==> config.mk <==
export PLATFORM = sky130hd
export DESIGN_NAME = div2d_flat
export DESIGN_NICKNAME = d
export VERILOG_FILES = /design/src/rtl/div2d_pkg.sv /design/src/rtl/div2d_if.sv /design/src/rtl/div2d_line_buffer.sv /design/src/rtl/div2d.sv /design/src/flat_wrapper.sv
export SDC_FILE = /design/constraint.sdc
export NUM_CORES = 2
export LEC_CHECK = 0
export ABC_AREA = 1
export BUFFER_PORTS_ARGS = -buffer_cell sky130_fd_sc_hd__buf_2
export CAP_MARGIN = 20
export CORE_ASPECT_RATIO = 0.6
export CORE_MARGIN = 1.5
export CORE_UTILIZATION = 55
export CTS_CLUSTER_SIZE = 20
export DETAILED_ROUTE_END_ITERATION = 10
export PLACE_DENSITY_LB_ADDON = 0.12
export SLEW_MARGIN = 25
export SYNTH_ARGS = -nofsm -noshare
export SYNTH_HDL_FRONTEND = slang
export SYNTH_SLANG_ARGS = --single-unit
==> constraint.sdc <==
create_clock -name i_clk -period 6.7 [get_ports i_clk]
set_input_delay 1.34 -clock i_clk [delete_from_list [all_inputs] [get_ports i_clk]]
set_output_delay 1.34 -clock i_clk [all_outputs]
set_load 0.01 [all_outputs]
==> src/rtl/div2d_pkg.sv <==
// Shared definitions for the divergence block: default geometry, FSM state
// encodings common with the gradient block, and a small sizing helper.
package div2d_pkg;

   localparam int DEF_WIDTH = 32;
   localparam int DEF_ADD_W = 12;
   localparam int DEF_ROWS  = 64;
   localparam int DEF_COLS  = 64;

   typedef enum logic [1:0] {
      ST_IDLE  = 2'd0,
      ST_RUN   = 2'd1,
      ST_DRAIN = 2'd2
   } state_t;

   // Number of pixels in one frame.
   function automatic int sample_count(input int rows, input int cols);
      return rows * cols;
   endfunction

endpackage

==> src/rtl/div2d_if.sv <==
// Bus bundle between the divergence block and its environment: start pulse,
// px/py memory read port and divergence output stream.
interface div2d_if
   import div2d_pkg::*;
#(
   parameter int WIDTH = DEF_WIDTH,
   parameter int ADD_W = DEF_ADD_W
);
   logic                      i_start;
   logic signed [WIDTH-1:0]   i_datax;
   logic signed [WIDTH-1:0]   i_datay;
   logic        [ADD_W-1:0]   o_rd_addr;
   logic signed [WIDTH+1:0]   o_data;
   logic        [ADD_W-1:0]   o_wr_addr;
   logic                      o_valid;
   logic                      o_busy;

   modport slave (
      input  i_start, i_datax, i_datay,
      output o_rd_addr, o_data, o_wr_addr, o_valid, o_busy
   );

   modport master (
      output i_start, i_datax, i_datay,
      input  o_rd_addr, o_data, o_wr_addr, o_valid, o_busy
   );
endinterface

==> src/rtl/div2d_line_buffer.sv <==
// Circular delay line: each write returns the sample written DEPTH writes
// earlier. Storage is not reset; only the pointer is.
module div2d_line_buffer
   import div2d_pkg::*;
#(
   parameter int WIDTH = DEF_WIDTH,
   parameter int DEPTH = DEF_COLS
)(
   input  logic             clk,
   input  logic             reset,
   input  logic             wr_en,
   input  logic [WIDTH-1:0] din,
   output logic [WIDTH-1:0] dout
);
   localparam int PW = $clog2(DEPTH);
   localparam logic [PW-1:0] PTR_LAST = PW'(DEPTH - 1);
   localparam logic [PW-1:0] PTR_ONE  = PW'(1);

   logic [WIDTH-1:0] mem_r [DEPTH];
   logic [PW-1:0]    ptr_r;

   // Old content at the pointer is the sample from one line ago.
   assign dout = mem_r[ptr_r];

   // Overwrite the slot just read with the new sample.
   always_ff @(posedge clk) begin
      if (wr_en) begin
         mem_r[ptr_r] <= din;
      end
   end

   // Advance the circular pointer on every write.
   always_ff @(posedge clk) begin
      if (reset) begin
         ptr_r <= '0;
      end else if (wr_en) begin
         if (ptr_r == PTR_LAST) begin
            ptr_r <= '0;
         end else begin
            ptr_r <= ptr_r + PTR_ONE;
         end
      end
   end
endmodule

==> src/rtl/div2d.sv <==
// Discrete divergence (adjoint of forward-difference gradient). Streams px/py
// in raster order, one pixel per clock, and emits Dx^T px + Dy^T py two cycles
// after each read address.
module div2d
   import div2d_pkg::*;
#(
   parameter int WIDTH = DEF_WIDTH,
   parameter int ADD_W = DEF_ADD_W,
   parameter int ROWS  = DEF_ROWS,
   parameter int COLS  = DEF_COLS
)(
   input  logic  i_clk,
   input  logic  i_reset,
   div2d_if.slave bus
);
   localparam int NPIX = sample_count(ROWS, COLS);
   localparam int RW   = $clog2(ROWS);
   localparam int CW   = $clog2(COLS);
   localparam logic [ADD_W-1:0] LAST_ADDR = ADD_W'(NPIX - 1);
   localparam logic [ADD_W-1:0] ADDR_ONE  = ADD_W'(1);
   localparam logic [CW-1:0]    LAST_COL  = CW'(COLS - 1);
   localparam logic [CW-1:0]    COL_ONE   = CW'(1);
   localparam logic [RW-1:0]    LAST_ROW  = RW'(ROWS - 1);
   localparam logic [RW-1:0]    ROW_ONE   = RW'(1);

   state_t             state_r, state_s;
   logic               drain_r;
   logic               busy_r;
   logic [ADD_W-1:0]   rd_addr_r;
   logic [RW-1:0]      row_r;
   logic [CW-1:0]      col_r;

   // Stage 1: position of the sample currently returned by memory.
   logic               v1_r;
   logic [RW-1:0]      row1_r;
   logic [CW-1:0]      col1_r;
   logic [ADD_W-1:0]   addr1_r;

   logic signed [WIDTH-1:0] px_prev_r;
   logic        [WIDTH-1:0] py_up_s;
   logic signed [WIDTH+1:0] px_e_s, pxp_e_s, py_e_s, pyu_e_s, dx_s, dy_s;

   logic               valid_r;
   logic signed [WIDTH+1:0] data_r;
   logic [ADD_W-1:0]   wr_addr_r;

   // FSM state register.
   always_ff @(posedge i_clk) begin
      if (i_reset) begin
         state_r <= ST_IDLE;
      end else begin
         state_r <= state_s;
      end
   end

   // Next-state: start only honoured in IDLE; two drain cycles flush the pipeline.
   always_comb begin
      state_s = state_r;
      case (state_r)
         ST_IDLE: begin
            if (bus.i_start) state_s = ST_RUN;
            else             state_s = ST_IDLE;
         end
         ST_RUN: begin
            if (rd_addr_r == LAST_ADDR) state_s = ST_DRAIN;
            else                        state_s = ST_RUN;
         end
         ST_DRAIN: begin
            if (drain_r) state_s = ST_IDLE;
            else         state_s = ST_DRAIN;
         end
         default: state_s = ST_IDLE;
      endcase
   end

   // Busy flag and drain cycle counter.
   always_ff @(posedge i_clk) begin
      if (i_reset) begin
         busy_r  <= 1'b0;
         drain_r <= 1'b0;
      end else begin
         busy_r  <= (state_s != ST_IDLE);
         drain_r <= (state_r == ST_DRAIN) ? ~drain_r : 1'b0;
      end
   end

   // Read address and raster row/column counters.
   always_ff @(posedge i_clk) begin
      if (i_reset) begin
         rd_addr_r <= '0;
         row_r     <= '0;
         col_r     <= '0;
      end else if (state_r == ST_RUN && rd_addr_r != LAST_ADDR) begin
         rd_addr_r <= rd_addr_r + ADDR_ONE;
         if (col_r == LAST_COL) begin
            col_r <= '0;
            row_r <= row_r + ROW_ONE;
         end else begin
            col_r <= col_r + COL_ONE;
         end
      end else begin
         rd_addr_r <= '0;
         row_r     <= '0;
         col_r     <= '0;
      end
   end

   // Align position with the one-cycle memory read latency.
   always_ff @(posedge i_clk) begin
      if (i_reset) begin
         v1_r    <= 1'b0;
         row1_r  <= '0;
         col1_r  <= '0;
         addr1_r <= '0;
      end else begin
         v1_r    <= (state_r == ST_RUN);
         row1_r  <= row_r;
         col1_r  <= col_r;
         addr1_r <= rd_addr_r;
      end
   end

   // Left neighbour px[i,j-1]; stale at j==0 but never used there.
   always_ff @(posedge i_clk) begin
      if (i_reset) begin
         px_prev_r <= '0;
      end else if (v1_r) begin
         px_prev_r <= bus.i_datax;
      end
   end

   div2d_line_buffer #(.WIDTH(WIDTH), .DEPTH(COLS)) u_line (
      .clk   (i_clk),
      .reset (i_reset),
      .wr_en (v1_r),
      .din   (bus.i_datay),
      .dout  (py_up_s)
   );

   // Backward differences with the adjoint boundary rules at first/last column and row.
   always_comb begin
      px_e_s  = {{2{bus.i_datax[WIDTH-1]}}, bus.i_datax};
      pxp_e_s = {{2{px_prev_r[WIDTH-1]}}, px_prev_r};
      py_e_s  = {{2{bus.i_datay[WIDTH-1]}}, bus.i_datay};
      pyu_e_s = {{2{py_up_s[WIDTH-1]}}, py_up_s};
      if (col1_r == '0) begin
         dx_s = px_e_s;
      end else if (col1_r == LAST_COL) begin
         dx_s = -pxp_e_s;
      end else begin
         dx_s = px_e_s - pxp_e_s;
      end
      if (row1_r == '0) begin
         dy_s = py_e_s;
      end else if (row1_r == LAST_ROW) begin
         dy_s = -pyu_e_s;
      end else begin
         dy_s = py_e_s - pyu_e_s;
      end
   end

   // Registered output sample and its raster address.
   always_ff @(posedge i_clk) begin
      if (i_reset) begin
         valid_r   <= 1'b0;
         data_r    <= '0;
         wr_addr_r <= '0;
      end else if (v1_r) begin
         valid_r   <= 1'b1;
         data_r    <= dx_s + dy_s;
         wr_addr_r <= addr1_r;
      end else begin
         valid_r   <= 1'b0;
         data_r    <= '0;
         wr_addr_r <= '0;
      end
   end

   assign bus.o_rd_addr = rd_addr_r;
   assign bus.o_data    = data_r;
   assign bus.o_wr_addr = wr_addr_r;
   assign bus.o_valid   = valid_r;
   assign bus.o_busy    = busy_r;
endmodule

==> src/flat_wrapper.sv <==
// flat-port wrapper written by rule: the top's interface ports become plain ports
module div2d_flat import div2d_pkg::*;
#(
   parameter int WIDTH = DEF_WIDTH,
   parameter int ADD_W = DEF_ADD_W,
   parameter int ROWS  = DEF_ROWS,
   parameter int COLS  = DEF_COLS
)
  (i_clk, i_reset, bus_i_start, bus_i_datax, bus_i_datay, bus_o_rd_addr, bus_o_data, bus_o_wr_addr, bus_o_valid, bus_o_busy);
  div2d_if #(.WIDTH(WIDTH), .ADD_W(ADD_W)) bus_i ();
  input  logic i_clk;
  input  logic i_reset;
  input wire logic [$bits(bus_i.i_start)-1:0] bus_i_start;
  input wire logic [$bits(bus_i.i_datax)-1:0] bus_i_datax;
  input wire logic [$bits(bus_i.i_datay)-1:0] bus_i_datay;
  output wire logic [$bits(bus_i.o_rd_addr)-1:0] bus_o_rd_addr;
  output wire logic [$bits(bus_i.o_data)-1:0] bus_o_data;
  output wire logic [$bits(bus_i.o_wr_addr)-1:0] bus_o_wr_addr;
  output wire logic [$bits(bus_i.o_valid)-1:0] bus_o_valid;
  output wire logic [$bits(bus_i.o_busy)-1:0] bus_o_busy;
  assign bus_i.i_start = bus_i_start;
  assign bus_i.i_datax = bus_i_datax;
  assign bus_i.i_datay = bus_i_datay;
  assign bus_o_rd_addr = bus_i.o_rd_addr;
  assign bus_o_data = bus_i.o_data;
  assign bus_o_wr_addr = bus_i.o_wr_addr;
  assign bus_o_valid = bus_i.o_valid;
  assign bus_o_busy = bus_i.o_busy;
  div2d #(.WIDTH(WIDTH), .ADD_W(ADD_W), .ROWS(ROWS), .COLS(COLS)) u_core (.i_clk(i_clk), .i_reset(i_reset), .bus(bus_i));
endmodule
Word-level counts from Yosys, hierarchy flattened
Memory sizes are Yosys's and may differ from the RTL's. A register that Yosys moved wholly into a read port is not among the register bits. Index checks and enable logic that the tools add are counted.

Bits in registers: 138. RAM bits: 2048. Input port bits: 67. Word-level logic and storage cells: 59. Memories kept: 1.

$add $sub $neg: 9. Equality and inequality tests: 8. Mux-type cells: 13. Bitwise operators: 4. Reductions and logical operators: 9.

Memories: u_core.u_line.mem_r (words 64, bits a word 32, read ports 1, clocked after Yosys merged registers in 1, wr ports 1, RTL line div2d_line_buffer.sv:19) `logic [WIDTH-1:0] mem_r [DEPTH];`.

Operator list (count): $mux 34 (4); $neg 32->34 (2); $sub 32x32->33 (2); $add 34x34->34 (1); $eq 6x6->1 const B (4); $add 6x1->6 const B (3); $mux 6 (3); $add 12x1->12 const B (1); $eq 12x12->1 const B (1); $logic_not 6->1 (2); $ne 12x12->1 const B (1); $pmux 2 s3 (1); $reduce_or 2->1 (3); $mux 2 (2); $not 1->1 (4); $mux 1 (3); $reduce_or 3->1 (1); $eq 2x1->1 const B (1); $eq 2x2->1 const B (1); $logic_not 2->1 (1); $reduce_bool 2->1 (1); $logic_and 1x1->1 (1).

Logic depth before layout (Yosys ltp)
Word-level depth: 4. Mapped depth: 43. Gate-level depth less buffers: 40.

By module
Synthesis repeated with hierarchy kept, for this count alone.

Cells, all modules: 8911. Area total of the unflattened synthesis: 95126.2 um^2.

By module, submodules not included: div2d_line_buffer (instances 1, cells an instance 6811, area an instance 82487.9 um^2); div2d (instances 1, cells an instance 2100, area an instance 12638.4 um^2).

Worst setup path after synthesis
Ideal clock, no wire load.

Path type: input port to flip-flop. Start: input bus_i_datay[0]. End: register u_core.data_r[31], in the netlist u_core.bus.o_data[31]. Arrival time: 4.956 ns. Required time: 6.587 ns. Path slack: 1.631 ns. Stages: 28. Path buffers: 0. Path through: inv_1 -> ha_1 -> fa_1 -> inv_1 -> nand2_1 -> o21ai_0 -> a21oi_1 -> o21bai_1 -> nand2_1 -> nand2_1 -> a21oi_1 -> o21ai_0 -> nand2_1 -> inv_1 -> o21ai_0 -> nand3_1 -> nand2_1 -> ha_1 -> nand2_1 -> nor2_1 -> inv_1 -> o211a_1 -> inv_1 -> nor2_1 -> o21ai_0 -> a21oi_1 -> nor2_1 -> nor2_1.

Longest elaborated chain between the ends: 4.

Ends and longest elaborated chain: start, declared (RTL line flat_wrapper.sv:15) `input wire logic [$bits(bus_i.i_datay)-1:0] bus_i_datay;`; $sub 32x32->33 (RTL line div2d.sv:158) `dy_s = py_e_s - pyu_e_s;`; $mux 34 (RTL line div2d.sv:155) `end else if (row1_r == LAST_ROW) begin`; $mux 34 * (RTL line div2d.sv:153) `if (row1_r == '0) begin`; $add 34x34->34 * (RTL line div2d.sv:170) `data_r <= dx_s + dy_s;`; end signal, assigned (RTL line div2d.sv:170); end, declared (RTL line div2d.sv:44) `logic signed [WIDTH+1:0] data_r;`.

Every way passes the cells marked *; elsewhere a longest branch is shown, timed or not. A chain may end at the register's enable or synchronous reset.

==> impl_metrics.toml <==
[logic_synthesis]
syn-mean-instance-area_sq_um = 10.9
register_bit_count_reported_by_yosys = 2192
synth_top_area_share_pct = 65.4
ys_top_cells_by_area = "sky130_fd_sc_hd__edfxtp_1 (65%), sky130_fd_sc_hd__nand3_1 (11%), sky130_fd_sc_hd__nand2_1 (9.8%), sky130_fd_sc_hd__dfxtp_1 (3.1%), sky130_fd_sc_hd__buf_2 (1.4%)"
sequential_element_share_of_the_synthesized_area_pct = 68.4
yosys.area.top_type = "sky130_fd_sc_hd__edfxtp_1"
ys_async_sr_fraction_pct = 0
netlist_instances = 8620
synth-main-ff-cell = "sky130_fd_sc_hd__edfxtp_1"
synthDistinctLibCells = 48
synth_fp_nets = 8793
synth.yosys.warnings = 0
syn-cell-area_sq_mm = 0.0941
synth_edf_count = 2048

[setup_path]
arrival_ns = 7.19
crit_top_cell = "sky130_fd_sc_hd__nand3_1"
worst-endpoint-required_ns = 7.40
worstSetupPathType = "reg -> reg"
startpoint_type = "flop"
critPathSlowestCell = "sky130_fd_sc_hd__o211ai_1"
largest_stage_delay_worst_path_ns = 0.53
worst_setup_path_end_kind = "flop"
crit_path_max_fanout = 22

[die]
coreArea_sq_mm = 0.170
num_ports = 127
initial_utilization_pct = 55.4
die_w_um = 537
design.die.area_sq_mm = 0.174
fp-row-count = 117
die_h_um = 323

[detailed_routing]
first_iter_violations = 10800
routed-via-count = 70100
drc = 0
routed_wire_length_per_instance_um = 27.8
routed_via_density = 6.21
antenna_nets_post_route = 0
dr.pass1.iters = 8
postRouteWirelength_um = 314000

[finish]
fin_cells = 11300
fillers = 13300
final_net_count = 9029
area_delta_synth_final_pct = 12.9
post_route_cells_drive_above_1_share_pct = 10.8

[timing]
fmax_ghz = 0.154
period_share_pct = 96.8
post-route-min-period_ns = 6.49
timing.max_slew.rel_slack_pct = 24.9
report.final.slew_viol_count = 0
final_hold_fails = 0
grt_setup_unrepaired = "true"
hold-worst-slack_ns = 0.413
tightestPinTransition_ns = 1.12
clock-skew-final_ns = 0.0714
final_setup_violation_count = 0

[placed_design]
gpl.final_weighted_congestion = 0.979
numPortBuffers = 126
dp_hpwl_um = 182000
place.detailed.instances = 10900

[global_route]
grt_pass1_wl_um = 440000
antenna_violations_before_repair = 10
first_global_vias = 62900
track_usage_pct = 35.1
pin_count_of_the_biggest_net_entering_global_routing = 99
globalRouteOverflowTotal = 0

[clocking]
cts.reportedPaths.clkPinSlew_ns = 0.06
tritoncts_num_sinks = 2192
clock_latency_ns = 0.87
cts_htree_levels = 4
cts.root.buffer_cell = "sky130_fd_sc_hd__clkbuf_16"
cts_tree = "done"
post_cts_hold_buffer_count = 0
cts_max_path_buffers = 4
tritoncts.num_buffers = 199

[power_and_ir_drop]
ir_worst_vdd_mv = 0.212
power.density_cell_area_mw_per_mm2 = 274
p_leak_nw = 38.5

[flow_run]
maxCapViolations = 0

[outcome]
outcome = "finished, final reports clean"

[worst_hold_path]
hold_class = "reg -> reg"
## state kept, by name, indices dropped and copies added (netlist names), 12 cells and up, named ones only
name and cells:
u_core.bus.o_rd_addr 12, u_core.px_prev_r 32, u_core.bus.o_wr_addr 12, u_core.bus.o_data 34, u_core.addr1_r 12, u_core.u_line.mem_r 2048
## worst max-delay path, delay by kind of cell, from the launching register on
family                   cells  cell delay [ns]
flip-flops                   1             0.41
adder cells (fa/ha/maj)      2             0.70
AO/OA/AOI/OAI                3             0.92
buffers and inverters        6             1.20
XOR/XNOR                     1             0.14
AND/OR/NAND/NOR             21             2.92
## metrics by stage
stage / power [mW] / util (%) / TNS [ns] / area [sq um] / setup WS (ns)
after floorplan: 16.8 / - / 0 / 94100 / 1.63
after global placement: 17.9 / 58.3 / -0.0339 / 99000 / -0.0339
after detailed placement: 18.0 / 58.4 / -0.0995 / 99100 / -0.0995
after CTS: 28.9 / 62.0 / 0 / 105000 / 0.0753
after global routing: 29.8 / 62.6 / -0.0117 / 106000 / -0.00956
final: 29.1 / 62.6 / 0 / 106000 / 0.215
## path summary, 6_finish.rpt
path / from / endpoint / slack, ns / cells past startpoint
max: flop / u_core.bus.o_data[33]$_SDFF_PP0_ / 0.21 / 33
min: u_core.addr1_r[7]$_SDFF_PP0_ / u_core.bus.o_wr_addr[7]$_SDFF_PP0_ / 0.41 / 2
max reg2reg: flop / u_core.bus.o_data[33]$_SDFF_PP0_ / 0.21 / 33
min reg2reg: u_core.addr1_r[7]$_SDFF_PP0_ / u_core.bus.o_wr_addr[7]$_SDFF_PP0_ / 0.41 / 2
## cell families (layout without fill, tap and decap cells)
kind of cell,after synthesis,after routing,share of synthesized area (%)
AOI/OAI and AO/OA,556,556,3.21
DFF,2192,2192,68.4
buffers and inverters,755,1146,3.66
adders and majority gates,106,106,1.43
xor gates and xnor gates,47,47,0.437
and+or+nand+nor,4964,4964,22.8
other,0,5,0
## power breakdown
group	internal (mW)	switching [mW]	total, mW
Clock	6.14	5.05	11.2
Sequential	15.0	0.0278	15.0
Combinational	0.858	2.01	2.87
Total	22.0	7.08	29.1
## layout make-up
cell class                      instances  area (sq um)  area share, %
Multi-Input combinational cell       5673         27000           25.4
Sequential cell                      2192         64400           60.6
Tap cell                             2261          2830           2.66
Clock buffer                          247          5370           5.06
Antenna cell                            5          12.5         0.0118
Timing Repair inverter                  3          42.5         0.0400
Inverter                              263          1050          0.991
Timing Repair Buffer                  524          4710           4.43
Clock inverter                        109           835          0.786
## cell usage after synthesis, drive strengths merged (27+ instances only)
library cell and instances:
nand3 2035, edfxtp 2048, nor2 355, buf 381, xor2 27, nor3 41, clkbuf 111, ha 103
o21ai 214, nand4 28, dfxtp 144, inv 258, a21oi 237, nand2 2463
## per-layer routing
metal  GRT usage [%]  share of wire (%)  wire, um
met1            55.2                 42    133000
met2            46.2                 39    124000
met3            11.1                 16     48700
met4            9.92                2.8      8920
met5               0             0.0038        12
## layout by cell type (no fill, tap or decap), drive strengths merged, types with 17 or more instances in the layout
cell type  count
edfxtp      2048
o21ai        214
nand3       2035
xor2          27
nand4         28
xnor2         20
ha           103
clkbuf       260
o22ai         17
dfxtp        144
clkinv        91
nor3          41
buf          511
or2           18
a21oi        237
inv          263
a31oi         21
nand2       2463
nor2         355
## timing repair
item	in CTS	in global routing
endpoints found under the setup margin	1	9
gates cloned	0	17
pin swaps	0	1
gates resized for setup	2	99
endpoints found under the hold margin	0	0
setup buffers	0	5
Note: power is estimated with default switching activity, not from simulation.
